--- config.mk ---
export PLATFORM = sky130hd
export DESIGN_NAME = mem_bus_arbiter
export DESIGN_NICKNAME = d
export VERILOG_FILES = /design/src/rtl/mem_bus_arbiter.sv
export SDC_FILE = /design/constraint.sdc
export NUM_CORES = 1
export LEC_CHECK = 0
export BUFFER_PORTS_ARGS = -buffer_cell sky130_fd_sc_hd__buf_2
export CAP_MARGIN = 25
export CORE_AREA = 3 3 257 259
export CTS_CLUSTER_DIAMETER = 100
export DETAILED_ROUTE_END_ITERATION = 8
export DIE_AREA = 0 0 260 262
export PLACE_DENSITY = 0.4
export SLEW_MARGIN = 30
export SYNTH_ARGS = -nofsm -noshare
export SYNTH_HDL_FRONTEND = slang
export SYNTH_SLANG_ARGS = --single-unit
--- constraint.sdc ---
create_clock -name clk -period 3.5 [get_ports clk]
set_clock_uncertainty 0.2 [all_clocks]
set_input_delay 0.175 -clock clk [delete_from_list [all_inputs] [get_ports clk]]
set_output_delay 0.175 -clock clk [all_outputs]
set_load 0.02 [all_outputs]
--- src/rtl/mem_bus_arbiter.sv ---
// mem_bus_arbiter: round-robin arbiter that puts NUM_CH requesters onto one registered external memory bus.
// Optional bus watchdog: define MEM_ARB_WATCHDOG_EN to compile it in (otherwise ch_err is tied to 0).

module mem_bus_arbiter #(
    parameter int NUM_CH         = 3,
    parameter int AW             = 64,
    parameter int DW             = 64,
    parameter int TIMEOUT_CYCLES = 256
) (
    input  logic                  clk,
    input  logic                  rst_n,
    input  logic [NUM_CH-1:0]     ch_req,
    input  logic [NUM_CH-1:0]     ch_write,
    input  logic [2*NUM_CH-1:0]   ch_width,
    input  logic [AW*NUM_CH-1:0]  ch_addr,
    input  logic [DW*NUM_CH-1:0]  ch_wdata,
    output logic [NUM_CH-1:0]     ch_done,
    output logic [NUM_CH-1:0]     ch_err,
    output logic [DW-1:0]         ch_rdata,
    output logic [AW-1:0]         mem_addr,
    output logic [DW-1:0]         mem_dout,
    output logic [1:0]            mem_width,
    output logic                  mem_dout_write,
    output logic                  mem_addr_valid,
    input  logic [DW-1:0]         mem_din,
    input  logic                  mem_din_ready
);

    localparam int GW = $clog2(NUM_CH);

    if ((NUM_CH < 2) || (NUM_CH > 8) || (TIMEOUT_CYCLES < 2)) begin : g_param_check
        $error("mem_bus_arbiter: parameter out of range");
    end

    typedef enum logic [1:0] {
        ST_IDLE = 2'd0,
        ST_BUSY = 2'd1,
        ST_DONE = 2'd2
    } state_t;

    function automatic logic [GW-1:0] f_next_ch(input logic [GW-1:0] ch);
        logic [GW-1:0] nxt;
        if (ch == GW'(NUM_CH - 1)) begin
            nxt = '0;
        end else begin
            nxt = ch + GW'(1);
        end
        return nxt;
    endfunction

    state_t          r_state;
    logic [GW-1:0]   r_rr_ptr;
    logic [GW-1:0]   r_grant;
    logic [AW-1:0]   r_mem_addr;
    logic [DW-1:0]   r_mem_dout;
    logic [1:0]      r_mem_width;
    logic            r_mem_write;
    logic            r_mem_valid;
    logic [NUM_CH-1:0] r_ch_done;
    logic [DW-1:0]   r_ch_rdata;

    state_t          w_state_nxt;
    logic [GW-1:0]   w_rr_nxt;
    logic [GW-1:0]   w_grant_nxt;
    logic [AW-1:0]   w_mem_addr_nxt;
    logic [DW-1:0]   w_mem_dout_nxt;
    logic [1:0]      w_mem_width_nxt;
    logic            w_mem_write_nxt;
    logic            w_mem_valid_nxt;
    logic [NUM_CH-1:0] w_done_nxt;
    logic [DW-1:0]   w_rdata_nxt;

    logic            w_any_req;
    logic [GW-1:0]   w_pick;
    logic [GW-1:0]   w_idx;

`ifdef MEM_ARB_WATCHDOG_EN
    localparam int CW = $clog2(TIMEOUT_CYCLES);

    logic [CW-1:0]     r_wd_cnt;
    logic              r_timeout;
    logic [NUM_CH-1:0] r_ch_err;
    logic [CW-1:0]     w_wd_cnt_nxt;
    logic              w_timeout_nxt;
    logic [NUM_CH-1:0] w_err_nxt;
`endif

    // Round-robin pick: scan downward so the lowest offset from rr_ptr is kept last.
    always_comb begin
        w_any_req = 1'b0;
        w_pick    = '0;
        w_idx     = '0;
        for (int i = NUM_CH - 1; i >= 0; i--) begin
            w_idx = GW'((int'(r_rr_ptr) + i) % NUM_CH);
            if (ch_req[w_idx]) begin
                w_any_req = 1'b1;
                w_pick    = w_idx;
            end else begin
                w_any_req = w_any_req;
            end
        end
    end

    // FSM next-state and next values of every registered output.
    always_comb begin
        w_state_nxt     = r_state;
        w_rr_nxt        = r_rr_ptr;
        w_grant_nxt     = r_grant;
        w_mem_addr_nxt  = r_mem_addr;
        w_mem_dout_nxt  = r_mem_dout;
        w_mem_width_nxt = r_mem_width;
        w_mem_write_nxt = r_mem_write;
        w_mem_valid_nxt = r_mem_valid;
        w_done_nxt      = '0;
        w_rdata_nxt     = r_ch_rdata;
`ifdef MEM_ARB_WATCHDOG_EN
        w_wd_cnt_nxt    = r_wd_cnt;
        w_timeout_nxt   = r_timeout;
        w_err_nxt       = '0;
`endif
        case (r_state)
            ST_IDLE: begin
                if (w_any_req) begin
                    w_state_nxt     = ST_BUSY;
                    w_grant_nxt     = w_pick;
                    w_mem_addr_nxt  = ch_addr[int'(w_pick)*AW +: AW];
                    w_mem_dout_nxt  = ch_wdata[int'(w_pick)*DW +: DW];
                    w_mem_width_nxt = ch_width[int'(w_pick)*2 +: 2];
                    w_mem_write_nxt = ch_write[w_pick];
                    w_mem_valid_nxt = 1'b1;
`ifdef MEM_ARB_WATCHDOG_EN
                    w_wd_cnt_nxt    = '0;
                    w_timeout_nxt   = 1'b0;
`endif
                end else begin
                    w_state_nxt = ST_IDLE;
                end
            end
            ST_BUSY: begin
                // A ready on the timeout cycle still completes normally.
                if (mem_din_ready && r_mem_valid) begin
                    w_state_nxt     = ST_DONE;
                    w_rdata_nxt     = mem_din;
                    w_mem_valid_nxt = 1'b0;
                    w_mem_write_nxt = 1'b0;
`ifdef MEM_ARB_WATCHDOG_EN
                end else if (r_wd_cnt == CW'(TIMEOUT_CYCLES - 1)) begin
                    w_state_nxt     = ST_DONE;
                    w_rdata_nxt     = '0;
                    w_mem_valid_nxt = 1'b0;
                    w_mem_write_nxt = 1'b0;
                    w_timeout_nxt   = 1'b1;
                end else begin
                    w_wd_cnt_nxt    = r_wd_cnt + CW'(1);
                end
`else
                end else begin
                    w_state_nxt = ST_BUSY;
                end
`endif
            end
            ST_DONE: begin
                w_done_nxt[r_grant] = 1'b1;
`ifdef MEM_ARB_WATCHDOG_EN
                w_err_nxt[r_grant]  = r_timeout;
`endif
                w_rr_nxt            = f_next_ch(r_grant);
                w_state_nxt         = ST_IDLE;
            end
            default: begin
                w_state_nxt     = ST_IDLE;
                w_mem_valid_nxt = 1'b0;
                w_mem_write_nxt = 1'b0;
            end
        endcase
    end

    // State and output registers; async reset drops any pending transaction.
    always_ff @(posedge clk or negedge rst_n) begin
        if (!rst_n) begin
            r_state     <= ST_IDLE;
            r_rr_ptr    <= '0;
            r_grant     <= '0;
            r_mem_addr  <= '0;
            r_mem_dout  <= '0;
            r_mem_width <= 2'd0;
            r_mem_write <= 1'b0;
            r_mem_valid <= 1'b0;
            r_ch_done   <= '0;
            r_ch_rdata  <= '0;
`ifdef MEM_ARB_WATCHDOG_EN
            r_wd_cnt    <= '0;
            r_timeout   <= 1'b0;
            r_ch_err    <= '0;
`endif
        end else begin
            r_state     <= w_state_nxt;
            r_rr_ptr    <= w_rr_nxt;
            r_grant     <= w_grant_nxt;
            r_mem_addr  <= w_mem_addr_nxt;
            r_mem_dout  <= w_mem_dout_nxt;
            r_mem_width <= w_mem_width_nxt;
            r_mem_write <= w_mem_write_nxt;
            r_mem_valid <= w_mem_valid_nxt;
            r_ch_done   <= w_done_nxt;
            r_ch_rdata  <= w_rdata_nxt;
`ifdef MEM_ARB_WATCHDOG_EN
            r_wd_cnt    <= w_wd_cnt_nxt;
            r_timeout   <= w_timeout_nxt;
            r_ch_err    <= w_err_nxt;
`endif
        end
    end

    assign ch_done        = r_ch_done;
    assign ch_rdata       = r_ch_rdata;
    assign mem_addr       = r_mem_addr;
    assign mem_dout       = r_mem_dout;
    assign mem_width      = r_mem_width;
    assign mem_dout_write = r_mem_write;
    assign mem_addr_valid = r_mem_valid;
`ifdef MEM_ARB_WATCHDOG_EN
    assign ch_err         = r_ch_err;
`else
    assign ch_err         = '0;
`endif

endmodule

==> results.md, run 1 <==
Logic synthesis:
- After synthesis, the share of cell area in mux cells is 12.6%.
- The post-synthesis share of cell area spent on and, or, nand and nor gates is 19.2%.
- The number of synthesized register bits is ~200.
- Synthesis handed over a netlist of 1069 instances.
- Of all flip-flops after synthesis, the portion carrying an async set or reset was 100%.
- The Yosys warning count is 0.
- The dominant register cell in the synthesized netlist is sky130_fd_sc_hd__dfrtp_1.
- The number of enable-type register cells in the synthesized netlist is 0.
- The post-synthesis average cell area is 9.85 sq um.
- The synthesized area is 0.0105 sq mm.
- Synthesis instantiated 41 different standard cells from the library.
- The compound-cell area share of the yosys netlist is 14.0%.
- After synthesis, flip-flops and latches occupy roughly half of the total area.
- The largest family of logic cells by synthesized area is simple AND/OR/NAND/NOR gates.
- The area share of fa/ha/maj cells after synthesis is less than 1%.
- After Yosys synthesis, XOR and XNOR cells account for 0% of the synthesized area.

GRT:
- The via count of the first global-routing pass came to 13200.
- Global routing consumed, on the met3 layer, 3.19% of the routing resources.
- The number of antenna violations at the first check in global routing is 4.
- met2 is the most crowded layer.
- Entering global routing, the biggest net connects 133 pins.
- For met1 alone, demand over resource in global routing was around 16%.
- The global-route track usage on met2 is 26.4%.
- The remaining global-route overflow is 0.
- The first global-routing pass estimated 76500 um of wire.
- The total global-route track usage is 14.2%.

Placement:
- The HPWL after detailed placement is 35100 um.
- The number of placed cells counting well taps is 2515.
- The count of buffers added on input and output ports is 661.
- The congestion estimate from routability-driven global placement came to 0.797.
- The post-place instance area is 0.0147 sq mm.

Route:
- After detailed routing, the number of vias per cell comes to 4.06.
- For this run, design rule violations remaining after detail routing come to 0.
- In the final routed layout, each cell accounts on average for 17.7 um.
- The routed design has 53200 um of wire.
- The first TritonRoute pass finished after 4 iterations.
- The number of antenna-violating nets in the routed design is 0.
- For this block, the initial DRC count from the detailed router was 440.
- The detailed router placed 12200 vias in this run.

Cells and area:
- The share of layout cells above drive strength 1 is 37.6%.
- The finished layout cell area is 0.0203 sq mm.
- After the last flow step, the layout net total stands at 2604.
- The final cell utilization of the core is 31.6%.
- The top cell types in the final layout, fill and taps aside, are sky130_fd_sc_hd__buf_2 (660), sky130_fd_sc_hd__dlygate4sd3_1 (443), sky130_fd_sc_hd__nand2_1 (328), sky130_fd_sc_hd__dfrtp_1 (205), sky130_fd_sc_hd__nand3_1 (132).
- The most frequent standard cell in the layout excluding fill and tap cells is sky130_fd_sc_hd__buf_2.
- The area growth from synthesis to final layout is 92.5%.
- Once layout is complete, the cells apart from fillers number 3012.

Floorplanning:
- The number of top-level pins is around 670.
- The die width is 260 um.
- The die footprint is 0.0681 sq mm.
- The floorplan has 93 rows.
- The starting density of the core is 16.4%.
- From bottom edge to top edge, the die measures 262 um.
- The total area inside the core boundary comes to roughly 0.064 sq mm.

Worst hold path:
- The min-delay analysis places its worst path in the category in2reg.

Setup path:
- The largest driver fanout on the critical path is 66.
- The kind of end point of the critical path is a flip-flop.
- Data arrives at the worst endpoint at 3.56 ns.
- The data required time at the worst endpoint is 3.72 ns.
- STA classifies the critical path startpoint as a flip-flop.
- The setup path with the least slack is of type reg2reg.

Outcome:
- The run finished with clean final reports.

CTS:
- For the worst-skew pair, the clock arrives at the later sink with an insertion delay of around 0.55 ns.
- In this run, CTS created clock tree buffers numbering 26.
- TritonCTS built the clock tree.
- The H-tree depth reported by CTS is 1.
- The clock root buffer is sky130_fd_sc_hd__clkbuf_16.
- The clock drives around 210 sinks.
- The clock input transition at the sequential cells of the worst setup and hold paths is 0.06 ns.
- The buffer depth of the longest clock path is 3.

Timing:
- Derived from the worst setup path, the maximum achievable clock frequency is 299 MHz.
- Headroom to the max-slew limit came out at 44.0%.
- The final count of hold timing violations is 0.
- After routing, the total negative slack on setup checks comes to 0 ns.
- The final period demand of the worst path is between 3 and 4 ns.
- The final count of negative-setup-slack endpoints is 0.
- The max-slew violation count is 0.
- After layout, the worst path uses 95.6% of the clock period.
- The pin slew with the least headroom to its limit is around 0.84 ns.

Run:
- The max-cap check violation count is 0.

Pwr:
- Dividing total power by cell area gives a power density of 311 mW/mm^2.
- IR analysis of the VDD net gives a maximum drop of 0.290 mV.
- The leakage power summed over all cells is 10.5 nW.
## cell families (layout without fill, tap and decap cells)
group,count (synthesis),in the layout
and+or+nand+nor,479,480
DFF,205,205
AOI/OAI and AO/OA,151,151
muxes,132,132
buffers and inverters,98,1182
adders and majority gates,3,3
other,1,4
## state kept, by name (all words and copies together), names as in the netlist, 2 cells and up
signal / flops
mem_width: 2
mem_addr: 64
r_state: 2
ch_done: 3
r_rr_ptr: 2
mem_dout: 64
r_grant: 2
ch_rdata: 64
## layout make-up
class	count	area (sq um)
Fill cell	6634	43900
Timing Repair Buffer	1130	8170
Tap cell	855	1070
Antenna cell	1	2.50
Sequential cell	205	5130
Multi-Input combinational cell	769	4940
Clock buffer	40	845
Inverter	6	22.5
Clock inverter	6	83.8
## cells in the mapped netlist, types with 2 or more instances
| cell | n | area (sq um) |
|---|---|---|
| sky130_fd_sc_hd__a21oi_1 | 4 | 20.0 |
| sky130_fd_sc_hd__clkbuf_1 | 32 | 120 |
| sky130_fd_sc_hd__o21ai_0 | 3 | 15.0 |
| sky130_fd_sc_hd__nand3_1 | 132 | 661 |
| sky130_fd_sc_hd__inv_1 | 6 | 22.5 |
| sky130_fd_sc_hd__buf_4 | 3 | 22.5 |
| sky130_fd_sc_hd__buf_6 | 7 | 78.8 |
| sky130_fd_sc_hd__o211ai_1 | 62 | 465 |
| sky130_fd_sc_hd__dfrtp_1 | 205 | 5130 |
| sky130_fd_sc_hd__o211ai_2 | 69 | 863 |
| sky130_fd_sc_hd__nor3b_1 | 2 | 15.0 |
| sky130_fd_sc_hd__nor2_1 | 2 | 7.51 |
| sky130_fd_sc_hd__nand2_1 | 328 | 1230 |
| sky130_fd_sc_hd__nor2b_1 | 2 | 12.5 |
| sky130_fd_sc_hd__ha_1 | 3 | 37.5 |
| sky130_fd_sc_hd__buf_8 | 4 | 60.1 |
| sky130_fd_sc_hd__buf_2 | 36 | 180 |
| sky130_fd_sc_hd__a21o_1 | 3 | 22.5 |
| sky130_fd_sc_hd__mux2i_1 | 131 | 1310 |
| sky130_fd_sc_hd__buf_1 | 9 | 33.8 |
| sky130_fd_sc_hd__nand2b_1 | 6 | 37.5 |
## layer usage
metal,wire (um),part of all wire [%]
met4,1670,3.1
met3,3760,7.1
met5,36,0.068
met1,20700,39
met2,27000,51
## critical path, cell delays in order, from the launching register on
cell and delay [ns]:
sky130_fd_sc_hd__dfrtp_1 0.37, sky130_fd_sc_hd__inv_1 0.07, sky130_fd_sc_hd__ha_1 0.37, sky130_fd_sc_hd__a22oi_1 0.23
sky130_fd_sc_hd__a21oi_1 0.18, sky130_fd_sc_hd__o41a_4 0.58, sky130_fd_sc_hd__buf_16 0.24, sky130_fd_sc_hd__nand3_1 0.18
sky130_fd_sc_hd__o211ai_1 0.11, sky130_fd_sc_hd__dlygate4sd3_1 0.58
## report_power, final
part	leakage, nW	switching (mW)	internal [mW]
Combinational	7.18	0.391	0.653
Sequential	2.86	0	2.37
Clock	0.464	1.09	1.79
## per-stage QoR
| step | setup slack, ns | hold WS, ns | power (mW) |
|---|---|---|---|
| 2_1_floorplan | 0.976 | -0.321 | 2.61 |
| 6_report | 0.155 | 0.0880 | 6.30 |
| 3_5_place_dp | 0.372 | 0.131 | 3.01 |
| 4_1_cts | 0.0222 | 0.0388 | 6.40 |
| 5_1_grt | -0.000997 | 0.103 | 6.59 |
| 3_3_place_gp | 0.417 | 0.129 | 3.00 |
## worst paths after layout
| check | start | end | slack [ns] | cells past startpoint |
|---|---|---|---|---|
| hold reg to reg | ch_rdata[13] | ch_rdata[13] | 0.27 | 2 |
| min in group asynchronous | rst_n | ch_rdata[52] | 0.10 | 2 |
| max in group asynchronous | rst_n | mem_dout[15] | 2.12 | 3 |
| setup / recovery | r_rr_ptr[0] | mem_addr[46] | 0.16 | 9 |
| hold / removal | ch_req[2] | r_grant[0] | 0.09 | 5 |
| setup reg to reg | r_rr_ptr[0] | mem_addr[46] | 0.16 | 9 |
## what timing repair did
action / 4_1_cts / 5_1_grt
setup buffers: 0 / 2
setup endpoints to repair: 0 / 45
hold buffers: 443 / 0
resized for setup: 0 / 9
hold endpoints to repair: 298 / 0
Power figures use the tool's default switching activity.
==> run 2: changes to the inputs <==
--- a/config.mk
+++ b/config.mk
@@ -7,11 +7,13 @@
 export LEC_CHECK = 0
 export BUFFER_PORTS_ARGS = -buffer_cell sky130_fd_sc_hd__buf_2
 export CAP_MARGIN = 25
-export CORE_AREA = 3 3 257 259
+export CELL_PAD_IN_SITES_DETAIL_PLACEMENT = 1
+export CELL_PAD_IN_SITES_GLOBAL_PLACEMENT = 1
+export CORE_AREA = 3 3 260 262
 export CTS_CLUSTER_DIAMETER = 100
 export DETAILED_ROUTE_END_ITERATION = 8
-export DIE_AREA = 0 0 260 262
-export PLACE_DENSITY = 0.4
+export DIE_AREA = 0 0 263 265
+export PLACE_DENSITY = 0.5
 export SLEW_MARGIN = 30
 export SYNTH_ARGS = -nofsm -noshare
 export SYNTH_HDL_FRONTEND = slang
==> run 2 against run 1 <==
Compared with the run above:
- setup slack got worse by 0.096 ns
- sequential power about the same
- critical path type unchanged
- hold slack worse by 0.064 ns
- non-clock buffer count shrank 24
- largest cell class unchanged
- cell area is 1.5% lower
- critical endpoint is now mem_dout[39]
- utilization shrank 1.2 points
==> results.md, run 2 (synthesized netlist as in run 1, its figures left out) <==
Outcome:
- The flow ran to the end, and the final reports show no timing, DRC or antenna violations.

Placement:
- Summed over all nets, the half-perimeter wirelength after detailed placement is slightly below 40000 um.
- The number of placed cells counting well taps is 2538.
- The congestion estimate from routability-driven global placement came to 0.834.
- The placed instances occupy a cell area of approximately 0.015 sq mm.
- The number of I/O port buffers is ~660.

Pwr:
- The power per standard cell area is 300 mW/mm^2.
- The analysis attributes to cell leakage a power of 10.6 nW.
- Total power for the finished layout comes to 5.98 mW.
- VDD sags by at most 0.303 mV.

Floorplanning:
- The core region is ~0.066 sq mm.
- The die covers 0.0697 sq mm.
- The number of top-level pins is 665.
- The die width is 263 um.
- The floorplan row count is 94.
- The die is 265 um tall.
- Once the floorplan was initialized, standard cells occupied 16.0% of the core.

Route:
- Summed over all layers, the routed wires come to approximately 57000 um.
- The routed wirelength normalized by instance count is 18.9 um.
- The detailed router's first-iteration violation count is 480.
- The count of nets left with antenna violations once routing finished came out at 0.
- The detailed-route DRC error count is 0.
- After detailed routing, the number of vias per cell comes to around 4.1.
- For this run, the detailed router's first-pass iteration total came to 4.
- The via total after detailed routing is 12400.

Setup path:
- The worst setup path startpoint is r_rr_ptr[0].
- In this run the worst path has a maximum fanout of 9.
- The kind of end point of the critical path is a flip-flop.
- The worst register-to-register path begins at r_rr_ptr[0].
- In this run the critical register-to-register path is captured at mem_dout[39].
- The critical setup path kind is reg2reg.
- The data required time at the worst endpoint is 3.71 ns.
- Across all register-to-register paths, the minimum setup slack is 0.06 ns.
- STA puts the critical path data arrival time at 3.65 ns.
- The kind of launch point of the worst setup path is a flip-flop.
- The critical path ends at mem_dout[39].
- The worst reg-to-reg path cell count is 11.

GRT:
- For this run the aggregate overflow at the end of global routing stands at 0.
- The number of antenna violations at the first check in global routing was 9.
- Entering global routing, the biggest net connects roughly 130 pins.
- The total global-route track usage is 15.2%.
- The first global-routing pass estimated around 84000 um of wire.
- The via count of the first global-routing pass is 14100.

Cells and area:
- In the layout the commonest cells are sky130_fd_sc_hd__buf_2 (660), sky130_fd_sc_hd__dlygate4sd3_1 (389), sky130_fd_sc_hd__nand2_1 (328), sky130_fd_sc_hd__dfrtp_1 (205), sky130_fd_sc_hd__nand3_1 (132).
- For this run, the post-layout net count is 2579.
- Of the cells placed in the final design, the portion with a size suffix greater than 1 is 39.3%.
- The finished cells cover 0.0200 sq mm.
- The area growth from synthesis to layout is 89.7%.
- The fill cell total of the finished layout is 7717.
- The most frequent standard cell in the layout excluding fill and tap cells is sky130_fd_sc_hd__buf_2.
- Excluding fillers, the count of instances in the completed layout stands at 3000.

CTS:
- In this run the number of H-tree levels came out at 1.
- The total clock buffers created by CTS is 26.
- The clock input transition at the sequential cells of the worst setup and hold paths is 0.06 ns.
- In this run the deepest clock path goes through 3 buffers.
- The clock tree from TritonCTS is built.
- The clock latency at the later pin of the worst-skew pair is 0.54 ns.
- In this run the clock root is driven by a sky130_fd_sc_hd__clkbuf_16.
- The tree built by TritonCTS fans out to between 200 and 250 sinks.

Timing:
- The post-route fraction of the period consumed by the critical path is a little over nine tenths.
- The final count of hold timing violations came to 0.
- The max-slew violation count was 0.
- The maximum achievable frequency is 291 MHz.
- Setup repair after global routing could not meet its margin everywhere.
- The pin slew with the least headroom to its limit is around 0.78 ns.
- The headroom to the max-slew limit is between 40% and 50%.
- The worst hold slack is around 0.024 ns.
- Setup violations remaining at the end of the flow were counted as 0.
- The worst path in the final design needs a cycle of 3.44 ns, including I/O delays and setup.

Run:
- The tool flagged a number of max-cap violations equal to 0.

Worst hold path:
- The type of the worst min-delay path is in2async.
-- run 2: changes by cell type in the layout (fill, tap and decap cells not counted), sizes merged --
cell | before | now
dlygate4sd3 | 443 | 389
buf | 683 | 712
clkbuf | 44 | 49
bufinv | 2 | 0
diode | 1 | 3
nand2b | 8 | 7
-- run 2: cell type report --
type / instances / area, sq um / area share, %
timing repair buffer: 1106 / 7940 / 39.8
inverter: 6 / 22.5 / 0.113
antenna: 3 / 7.51 / 0.0376
tap: 864 / 1080 / 5.42
clock inverter: 4 / 20.0 / 0.100
sequential: 205 / 5130 / 25.7
clock buffer: 44 / 820 / 4.11
multi-input combinational: 768 / 4940 / 24.8
-- run 2: per-stage QoR --
| stage | setup WS [ns] | setup TNS (ns) | utilization (%) |
|---|---|---|---|
| after global placement | 0.486 | 0 | 22.6 |
| after detailed placement | 0.432 | 0 | 22.6 |
| final | 0.0591 | 0 | 30.4 |
| after floorplan | 0.976 | 0 | - |
| after CTS | 0.0272 | 0 | 29.9 |
| after global routing | -0.108 | -0.566 | 30.4 |
-- run 2: what timing repair did --
item / CTS / global route
hold endpoints to repair: 333 / 0
hold buffers: 389 / 0
buffers inserted: 0 / 17
endpoints found under the setup margin: 0 / 89
gates resized for setup: 0 / 17
-- run 2: how the worst min path moves through the flow --
| stage | depth (start not counted) | endpoint | start |
|---|---|---|---|
| floorplan | 0 | ch_done[0] | rst_n |
| global placement | 1 | ch_rdata[54] | rst_n |
| detailed placement | 1 | ch_rdata[54] | rst_n |
| CTS | 2 | ch_rdata[54] | rst_n |
| global route | 2 | ch_rdata[54] | rst_n |
| finish | 2 | ch_rdata[54] | rst_n |
-- run 2: layer usage --
metal | vias to the layer above | GRT usage, % | part of all wire (%)
met1 | 6045 | 16.6 | 38
met4 | 6 | 5.16 | 4.2
met2 | 487 | 28.2 | 51
met5 | - | 0 | 0.063
li1 | 5817 | - | -
met3 | 90 | 4.00 | 7.2
-- run 2: worst max-delay path, cell delays in order (launching register included) --
cell and delay [ns]:
sky130_fd_sc_hd__dfrtp_1 0.38, sky130_fd_sc_hd__inv_1 0.07, sky130_fd_sc_hd__ha_1 0.38, sky130_fd_sc_hd__a22oi_1 0.27
sky130_fd_sc_hd__a2bb2oi_1 0.37, sky130_fd_sc_hd__a31oi_4 0.21, sky130_fd_sc_hd__buf_4 0.21, sky130_fd_sc_hd__clkbuf_16 0.16
sky130_fd_sc_hd__buf_4 0.13, sky130_fd_sc_hd__mux2i_1 0.20, sky130_fd_sc_hd__dlygate4sd3_1 0.64, sky130_fd_sc_hd__o211ai_2 0.09
-- run 2: power breakdown --
group | switching [mW] | internal, mW | leakage, nW | total (mW)
combinational | 0.386 | 0.573 | 7.28 | 0.959
sequential | 0 | 2.37 | 2.86 | 2.37
clock | 1.07 | 1.58 | 0.417 | 2.65
==> run 3: changes to the inputs <==
--- a/config.mk
+++ b/config.mk
@@ -9,10 +9,10 @@
 export CAP_MARGIN = 25
 export CELL_PAD_IN_SITES_DETAIL_PLACEMENT = 1
 export CELL_PAD_IN_SITES_GLOBAL_PLACEMENT = 1
-export CORE_AREA = 3 3 260 262
+export CORE_AREA = 2 2 259 261
 export CTS_CLUSTER_DIAMETER = 100
 export DETAILED_ROUTE_END_ITERATION = 8
-export DIE_AREA = 0 0 263 265
+export DIE_AREA = 0 0 261 263
 export PLACE_DENSITY = 0.5
 export SLEW_MARGIN = 30
 export SYNTH_ARGS = -nofsm -noshare
==> run 3 against run 2 <==
Compared with the run above:
- die area is 1.5% lower
- critical path depth stayed put
- hold slack better by 0.10 ns
- sequential cell count stayed put
- critical path type unchanged
- critical endpoint is now mem_dout[49]
- largest cell class unchanged
- largest power group unchanged
==> results.md, run 3 (synthesized netlist as in run 1, its figures left out) <==
Floorplanning:
- The floorplan row count is 94.
- The floorplan step set the die height to between 200 and 300 um.
- The initial utilization of the core area, before any placement, comes to 16.0%.
- The die width is about 260 um.
- The area inside the core boundary is 0.0656 sq mm.
- The number of top-level pins is 665.
- The die footprint is 0.0686 sq mm.

Timing:
- The setup TNS is 0 ns.
- For the pin with the worst max-slew slack, the measured transition is approximately 0.8 ns.
- Headroom to the max-slew limit came out at 46.6%.
- The max-slew violation count came to 0.
- The worst path meets setup with between 0.15 and 0.2 ns of slack.
- The final count of negative-setup-slack endpoints is 0.
- The final period demand of the worst path is 3.34 ns.
- The maximum achievable frequency is 299 MHz.
- The final count of hold timing violations came to 0.
- The worst hold slack is roughly 0.13 ns.
- The worst path uses 95.5% of the clock period.

Cells and area:
- In the layout the commonest cells are sky130_fd_sc_hd__buf_2 (660), sky130_fd_sc_hd__dlygate4sd3_1 (402), sky130_fd_sc_hd__nand2_1 (328), sky130_fd_sc_hd__dfrtp_1 (205), sky130_fd_sc_hd__mux2i_1 (131).
- For this run, the post-layout net count is approximately 2600.
- The fill cell total of the finished layout is 7741.
- From synthesis to final layout, the design area changed by 89.9%.
- The share of layout cells above drive strength 1 is between 30% and 40%.
- Leaving out fill and tap cells, the most frequent cell in the layout is sky130_fd_sc_hd__buf_2.

CTS:
- The total clock sinks is 205.
- The buffer depth of the longest clock path is 3.
- The clock tree from TritonCTS is built.
- Clock-pin slew was measured on the worst setup and hold paths at ~0.060 ns.
- At the later pin of the worst-skew pair, clock insertion delay measures 0.57 ns.
- In this run, CTS created clock tree buffers numbering 28.
- The clock root buffer is sky130_fd_sc_hd__clkbuf_16.
- The H-tree depth reported by CTS is 1.

GRT:
- The number of antenna violations at the first check in global routing was 5.
- The maximum number of pins on one net before global-route repair is 121.
- The remaining global-route overflow is 0.
- The via count of the first global-routing pass came to around 14000.
- Global routing consumed, over all layers together, 16.2% of the routing resources.
- The first global-routing pass estimated 85700 um of wire.

Placement:
- The HPWL after detailed placement is around 40000 um.
- Buffers placed on the I/O ports in this run total 661.
- The congestion estimate from routability-driven global placement came to 0.809.
- Prior to clock tree synthesis, the placed netlist has a worst setup slack of 0.458 ns.

Route:
- The detailed-route DRC error count is 0.
- For this block, the routed nets add up to around 60000 um of wire.
- The number of iterations in the first detailed-routing pass is 4.
- The routed wirelength normalized by instance count is 20.0 um.
- The per-cell via count in the routed design is 4.20.
- The detailed router's first-iteration violation count is 407.
- Once detail routing completed, the nets flagged for antenna violations numbered 0.
- The via total after detailed routing is 12600.

Setup path:
- The data required time at the worst endpoint is 3.74 ns.
- The library cell contributing the largest single delay on the critical path is sky130_fd_sc_hd__dlygate4sd3_1.
- STA classifies the critical path endpoint as a flip-flop.
- In this run the worst path has a maximum fanout of 17.
- STA classifies the critical path startpoint as a flip-flop.
- The setup check on the worst reg-to-reg path leaves a slack of 0.16 ns.
- Data on the critical path arrives at its endpoint at 3.59 ns.
- The critical setup path kind is reg2reg.
- The dominant cell type by count on the critical path is sky130_fd_sc_hd__buf_4.
- The number of buffer and inverter stages on the critical path is 5.
- The cell family with the largest share of critical-path delay is buffers and inverters.
- The maximum cell stage delay along the critical path is 0.56 ns.
- Traced cell by cell, the critical path runs through inv_1 > ha_1 > nor2b_1 > o2111ai_1 > a31oi_4 > buf_4 > clkbuf_16 > buf_4 > mux2i_1 > o211ai_2 > dlygate4sd3_1.

Pwr:
- In this run the power density over the cells is ~310 mW/mm^2.
- The worst-case IR drop observed on VDD is 0.324 mV.
- Summed over all cells, the static leakage comes to 10.5 nW.

Run:
- Across the run, the number of max-cap violations was 0.

Worst hold path:
- In this run the worst hold path is classified as in2reg.

Outcome:
- The run finished with clean final reports.
==> run 3: changes by cell type in the layout (fill, tap and decap cells not counted), sizes merged <==
| cell | delta |
|---|---|
| bufinv | +1 |
| clkinv | +2 |
| buf | -13 |
| diode | -2 |
| clkbuf | -7 |
| inv | +1 |
| dlygate4sd3 | +13 |
==> run 3: worst paths after layout <==
path / start / endpoint / depth (start not counted)
worst max-delay path: r_rr_ptr[0] / mem_dout[49] / 11
worst min-delay path: mem_din[17] / ch_rdata[17] / 4
worst max register to register: r_rr_ptr[0] / mem_dout[49] / 11
worst min register to register: ch_rdata[56] / ch_rdata[56] / 2
max in group asynchronous: rst_n / mem_addr[43] / 5
min in group asynchronous: rst_n / ch_rdata[2] / 3
==> run 3: per-stage QoR <==
step	power, mW	std cells	area (sq um)	util (%)
after detailed placement	3.02	2534	14800	22.6
after floorplan	2.61	1071	10500	-
after global placement	3.01	2534	14800	22.6
final	6.18	2995	20000	30.5
after CTS	6.27	2983	19800	30.1
after global routing	6.46	2994	20000	30.5
==> run 3: final cells by class <==
type,count,area [sq um],area share (%)
Tap cell,864,1080,5.41
Inverter,6,22.5,0.113
Timing Repair Buffer,1103,7910,39.6
Sequential cell,205,5130,25.7
Antenna cell,1,2.50,0.0125
Clock inverter,8,80.1,0.401
Clock buffer,40,816,4.08
Multi-Input combinational cell,768,4950,24.7
==> run 3: what timing repair did <==
item,4_1_cts,5_1_grt
setup endpoints to repair,0,63
gates resized for setup,0,16
endpoints found under the hold margin,294,21
buffers inserted,0,6
hold buffers,401,1
==> run 3: power by group <==
group          internal (mW)  switching [mW]
clock                   1.68            1.17
combinational          0.555           0.403
sequential              2.37               0
==> run 3: worst min-delay path, stage by stage <==
cell	delay (ns)
sky130_fd_sc_hd__dlygate4sd3_1	0.51
sky130_fd_sc_hd__buf_2	0.09
sky130_fd_sc_hd__nand2_1	0.04
sky130_fd_sc_hd__nand2_1	0.05
==> run 3: metal layers <==
metal / global-route usage, % / wire length (um) / up-vias / share of wire, %
met5: 0 / 57 / - / 0.095
met4: 8.52 / 3770 / 8 / 6.3
met3: 4.31 / 4600 / 147 / 7.7
met2: 28.8 / 29400 / 543 / 49
met1: 17.4 / 22200 / 6067 / 37
li1: - / - / 5800 / -
